### src/rtl/range_stream_tx.sv
// Buffered go/finish frame transmitter feeding the range finder.
// Define RANGE_TX_EXPECT_EN to also produce expected_range (max-min of each frame).
module range_stream_tx #(
  parameter int WIDTH = 16,
  parameter int DEPTH = 8
) (
  input  logic                       clock,
  input  logic                       reset,
  input  logic                       wr_en,
  input  logic [WIDTH-1:0]           wr_data,
  input  logic                       start,
  output logic                       full,
  output logic [$clog2(DEPTH+1)-1:0] count,
  output logic                       busy,
  output logic                       done,
  output logic                       start_err,
  output logic                       go,
  output logic                       finish,
  output logic [WIDTH-1:0]           data_out,
  output logic [WIDTH-1:0]           expected_range
);

  localparam int PW = $clog2(DEPTH);
  localparam int CW = $clog2(DEPTH+1);

  typedef enum logic [1:0] {
    IDLE,
    SEND,
    DONE
  } state_t;

  state_t           state, state_nxt;
  logic [WIDTH-1:0] mem [DEPTH];
  logic [PW-1:0]    wr_ptr, rd_ptr;
  logic [CW-1:0]    count_q, left_q, left_nxt;
  logic             push, pop;
  logic             go_nxt, fin_nxt;
  logic             done_nxt, err_nxt;
  logic [WIDTH-1:0] dout_nxt;

  // Full is judged on the pre-edge count, so a pop never frees a slot early.
  assign push  = wr_en && (count_q < CW'(DEPTH));
  assign count = count_q;
  assign full  = (count_q == CW'(DEPTH));
  assign busy  = (state != IDLE);

  always_comb begin
    state_nxt = state;
    left_nxt  = left_q;
    pop       = 1'b0;
    go_nxt    = 1'b0;
    fin_nxt   = 1'b0;
    done_nxt  = 1'b0;
    err_nxt   = 1'b0;
    dout_nxt  = '0;
    unique case (state)
      IDLE: begin
        if (start) begin
          if (count_q >= CW'(2)) begin
            state_nxt = SEND;
            left_nxt  = count_q - CW'(1);
            pop       = 1'b1;
            go_nxt    = 1'b1;
            dout_nxt  = mem[rd_ptr];
          end else begin
            err_nxt = 1'b1;
          end
        end
      end
      SEND: begin
        if (left_q != '0) begin
          pop      = 1'b1;
          dout_nxt = mem[rd_ptr];
          fin_nxt  = (left_q == CW'(1));
          left_nxt = left_q - CW'(1);
        end else begin
          state_nxt = DONE;
          done_nxt  = 1'b1;
        end
      end
      DONE: state_nxt = IDLE;
      default: state_nxt = IDLE;
    endcase
  end

  always_ff @(posedge clock) begin
    if (push) mem[wr_ptr] <= wr_data;
  end

  always_ff @(posedge clock) begin
    if (!reset) begin
      state     <= IDLE;
      wr_ptr    <= '0;
      rd_ptr    <= '0;
      count_q   <= '0;
      left_q    <= '0;
      go        <= 1'b0;
      finish    <= 1'b0;
      done      <= 1'b0;
      start_err <= 1'b0;
      data_out  <= '0;
    end else begin
      state     <= state_nxt;
      left_q    <= left_nxt;
      count_q   <= count_q + CW'(push) - CW'(pop);
      go        <= go_nxt;
      finish    <= fin_nxt;
      done      <= done_nxt;
      start_err <= err_nxt;
      data_out  <= dout_nxt;
      if (push) wr_ptr <= wr_ptr + PW'(1);
      if (pop)  rd_ptr <= rd_ptr + PW'(1);
    end
  end

`ifdef RANGE_TX_EXPECT_EN
  logic [WIDTH-1:0] min_q, max_q;

  // First pop of a frame seeds min/max; done publishes their difference.
  always_ff @(posedge clock) begin
    if (!reset) begin
      min_q          <= '0;
      max_q          <= '0;
      expected_range <= '0;
    end else begin
      if (pop) begin
        if (state == IDLE) begin
          min_q <= dout_nxt;
          max_q <= dout_nxt;
        end else begin
          if (dout_nxt < min_q) min_q <= dout_nxt;
          if (dout_nxt > max_q) max_q <= dout_nxt;
        end
      end
      if (done_nxt) expected_range <= max_q - min_q;
    end
  end
`else
  assign expected_range = '0;
`endif

endmodule

### config.mk
export PLATFORM = sky130hd
export DESIGN_NAME = range_stream_tx
export DESIGN_NICKNAME = d
export VERILOG_FILES = /design/src/rtl/range_stream_tx.sv
export SDC_FILE = /design/constraint.sdc
export NUM_CORES = 1
export LEC_CHECK = 0
export BUFFER_PORTS_ARGS = -buffer_cell sky130_fd_sc_hd__buf_2
export CAP_MARGIN = 0
export CORE_ASPECT_RATIO = 0.7
export CORE_MARGIN = 4
export CORE_UTILIZATION = 50
export CTS_BUF_LIST = sky130_fd_sc_hd__clkbuf_16
export DETAILED_ROUTE_END_ITERATION = 7
export PLACE_DENSITY_LB_ADDON = 0.3
export SLEW_MARGIN = 10
export SYNTH_ARGS = -nofsm -noshare
export SYNTH_HDL_FRONTEND = slang
export SYNTH_SLANG_ARGS = --single-unit
### constraint.sdc
create_clock -name clock -period 4.6 [get_ports clock]
set_input_delay 0.92 -clock clock [delete_from_list [all_inputs] [get_ports clock]]
set_output_delay 0.92 -clock clock [all_outputs]
set_load 0.01 [all_outputs]
==> impl_metrics.toml <==
[cts]
cts_tree = "yes"
cts-htree-levels = 4
cts_buffer_depth = 2
holdBufCountCts = 0
cts_setup_buffers = 0
clkTransAtPathRegs_ns = 0.06
post_cts_resized = 0
cts-root-buf = "clkbuf_16"
numCtsBuffers = 17
clkLatencyLatePin_ns = 0.42
cts_sinks = 167

[yosys]
ys_warn_count = 0
synth_most_common_cell = "edfxtp_1"
synthAdderAreaFrac_pct = 2.62
netlist_top_cells_count = "128 x edfxtp_1, 39 x dfxtp_1, 33 x nor2_1"
synth_xor_area_share_pct = 0.944
synth_area_leaders = "edfxtp_1 59%, dfxtp_1 12%, mux4_2 11%"
synth-seq-cells = 167
seq_area_frac_synth_pct = 71.2
ys.flop_type = "edfxtp_1"
synth_simple_gate_area_share_pct = 5.78
post-synth-top-area-cell = "edfxtp_1"
synth.avg_cell_area_um2 = 17.4
yosysTopAreaCellShare_pct = 59.2
synth_top_family_by_area = "multiplexers"
synth_area_mm2 = 0.00650
muxShareOfSynthArea_pct = 14.0
async_flop_share_pct = 0
synth_compound_area_share_pct = 1.94
synth_edf_count = 128
synth_cell_types = 43
synthCells = 373

[routing]
drt_iter0_markers = 202
avgViaCountPerCell = 5.47
drc_errors = 0
wl_per_cell_um = 19.4
first_pass_iters = 4
ant_nets = 0
vias = 3305
postRouteWirelength_um = 11700

[critical_path]
slowest_delay_ns = 0.84
cp_max_fo = 7
worstSetupEndpointType = "register"
path_cells = "inv_1 -> ha_1 -> nor3b_1 -> nor4b_1 -> or3_1 -> ha_1 -> a21oi_1 -> o21bai_1 -> xor2_1 -> nor2_1"
cp_slowest_cell = "nor4b_1"
rr_worst_depth = 10
path_class = "register to register"
crit_family = "simple AND/OR/NAND/NOR gates"
cp.depth = 10
required_ns = 4.89
critPathLaunchType = "register"
crit_buf_inv = 1
crit_top_cell = "ha_1"
worstPathArrival_ns = 3.09

[timing]
setup_viol = 0
rsz0062_at_grt = "no"
worst_pin_slew_ns = 1.15
clock_skew_ns = 0.00960
max_slew_margin_pct = 23.5
timing.fmax_ghz = 0.357
setup_tns_ns = 0
min_period_ns = 2.80
slew_viol_final = 0
hold_viol_final = 0
finalCritPeriodShare_pct = 61.0

[layout]
instances_no_fill = 604
synthToLayoutAreaGrowth_pct = 15.1
diodes = 0
fillers = 916
drive_gt1_share_pct = 27.4
layout.nets = 463

[hold_path]
min_path_type = "register to register"
whs_path_depth = 2

[grt]
grt_first_pass_wirelength_um = 18200
grtUsageTotal_pct = 16.9
grt_overflow_total = 0
grt_start_max_net_pins = 33
antenna_found_initial = 1
grt_pass1_vias = 3315

[placement]
numPortBuffers = 45
place_congestion = 0.800
dp_hpwl_um = 7060
dp.cells = 573

[power]
peakVddDrop_mv = 0.291
pwr-share-comb_pct = 23.2
power.internal_mw = 3.18
seq_power_share_pct = 43.7
p_clk_share_pct = 33.1
p_total_mw = 4.38
swShare_pct = 27.4
leakage_nw = 2.63
p_per_area_mw_per_mm2 = 586
switchingPower_mw = 1.20

[die]
initial_core_util_pct = 51.8
die-area_mm2 = 0.0149
rows = 34
fp.dieH_um = 103
ios = 62
core_mm2 = 0.0125
die-width_um = 144

[run_status]
status = "finished, final reports clean"

[job]
cap_violations = 0
cell families (layout without fill, tap and decap cells):
family | count (synthesis) | count (layout)
AND/OR/NAND/NOR | 74 | 74
other | 1 | 16
adder cells (fa/ha/maj) | 13 | 13
flip-flops | 167 | 167
XOR/XNOR | 7 | 7
AO/OA/AOI/OAI | 20 | 20
buffers and inverters | 40 | 94
multiplexers | 51 | 51
sequential cells by signal, indices dropped and copies added (netlist names), named ones only:
name,cells
wr_ptr,3
done,1
data_out,16
start_err,1
rd_ptr,3
left_q,4
state,2
count,4
mem,128
finish,1
go,1
per-stage QoR:
step / area, um^2 / worst slack [ns] / util, % / hold slack (ns)
floorplan: 6550 / 1.62 / - / 0.456
global placement: 6870 / 1.87 / 54.7 / 0.465
detailed placement: 6870 / 1.80 / 54.7 / 0.490
CTS: 7480 / 1.80 / 59.6 / 0.496
global route: 7480 / 1.44 / 59.6 / 0.533
finish: 7480 / 1.80 / 59.6 / 0.497
metal layers:
metal	track usage, %	wire length (um)
met1	23.2	5170
met3	4.83	772
met2	27.0	5710
met5	0	9
met4	4.95	78
final cells by class:
class                   count  area, um^2  share of cell area, %
flip-flops and latches    167        4630                   61.9
multi-input cells         181        1710                   22.9
clock buffers              17         425                   5.69
repair buffers             54         293                   3.92
well taps                 162         203                   2.71
clock inverters            14         183                   2.44
inverters                   9        33.8                  0.452
path summary, 6_finish.rpt:
check,end,startpoint,slack (ns)
worst min-delay path,left_q[1]$_SDFFE_PN0P_,left_q[1]$_SDFFE_PN0P_,0.50
worst max register to register,count[3]$_SDFF_PN0_,count[2]$_SDFF_PN0_,1.80
worst max-delay path,count[3]$_SDFF_PN0_,count[2]$_SDFF_PN0_,1.80
worst min register to register,left_q[1]$_SDFFE_PN0P_,left_q[1]$_SDFFE_PN0P_,0.50
worst min-delay path, cell delays in order (launching register included):
cell     delay [ns]
dfxtp_1        0.32
o21ai_0        0.07
a21oi_1        0.06
cell usage in the layout (no fill, tap or decap), types with 3 or more instances in the layout:
cell type  netlist  final
a21oi_1          7      7
and2_1           3      3
buf_2            6     45
buf_4           16      9
bufinv_16        0      4
clkbuf_16        0     17
clkinv_1         0      3
conb_1           1     16
dfxtp_1         39     37
edfxtp_1       128    128
ha_1            12     12
inv_1            9      9
mux2i_1         19     19
mux4_2          32     32
nand2_1         10     10
nand2b_1         5      5
nand3_1          3      3
nor2_1          33     33
nor3_2           1      3
nor4_1           3      3
o21ai_0          4      4
xnor2_1          3      3
xor2_1           4      4
power groups by stage:
stage	combinational [mW]	clock, mW	sequential [mW]
floorplan	0.789	0	1.91
global placement	1.01	0	1.94
detailed placement	1.02	0	1.94
CTS	1.03	1.48	1.91
global route	1.15	1.55	1.93
finish	1.02	1.45	1.91
Note: power is estimated with default switching activity, not from simulation.
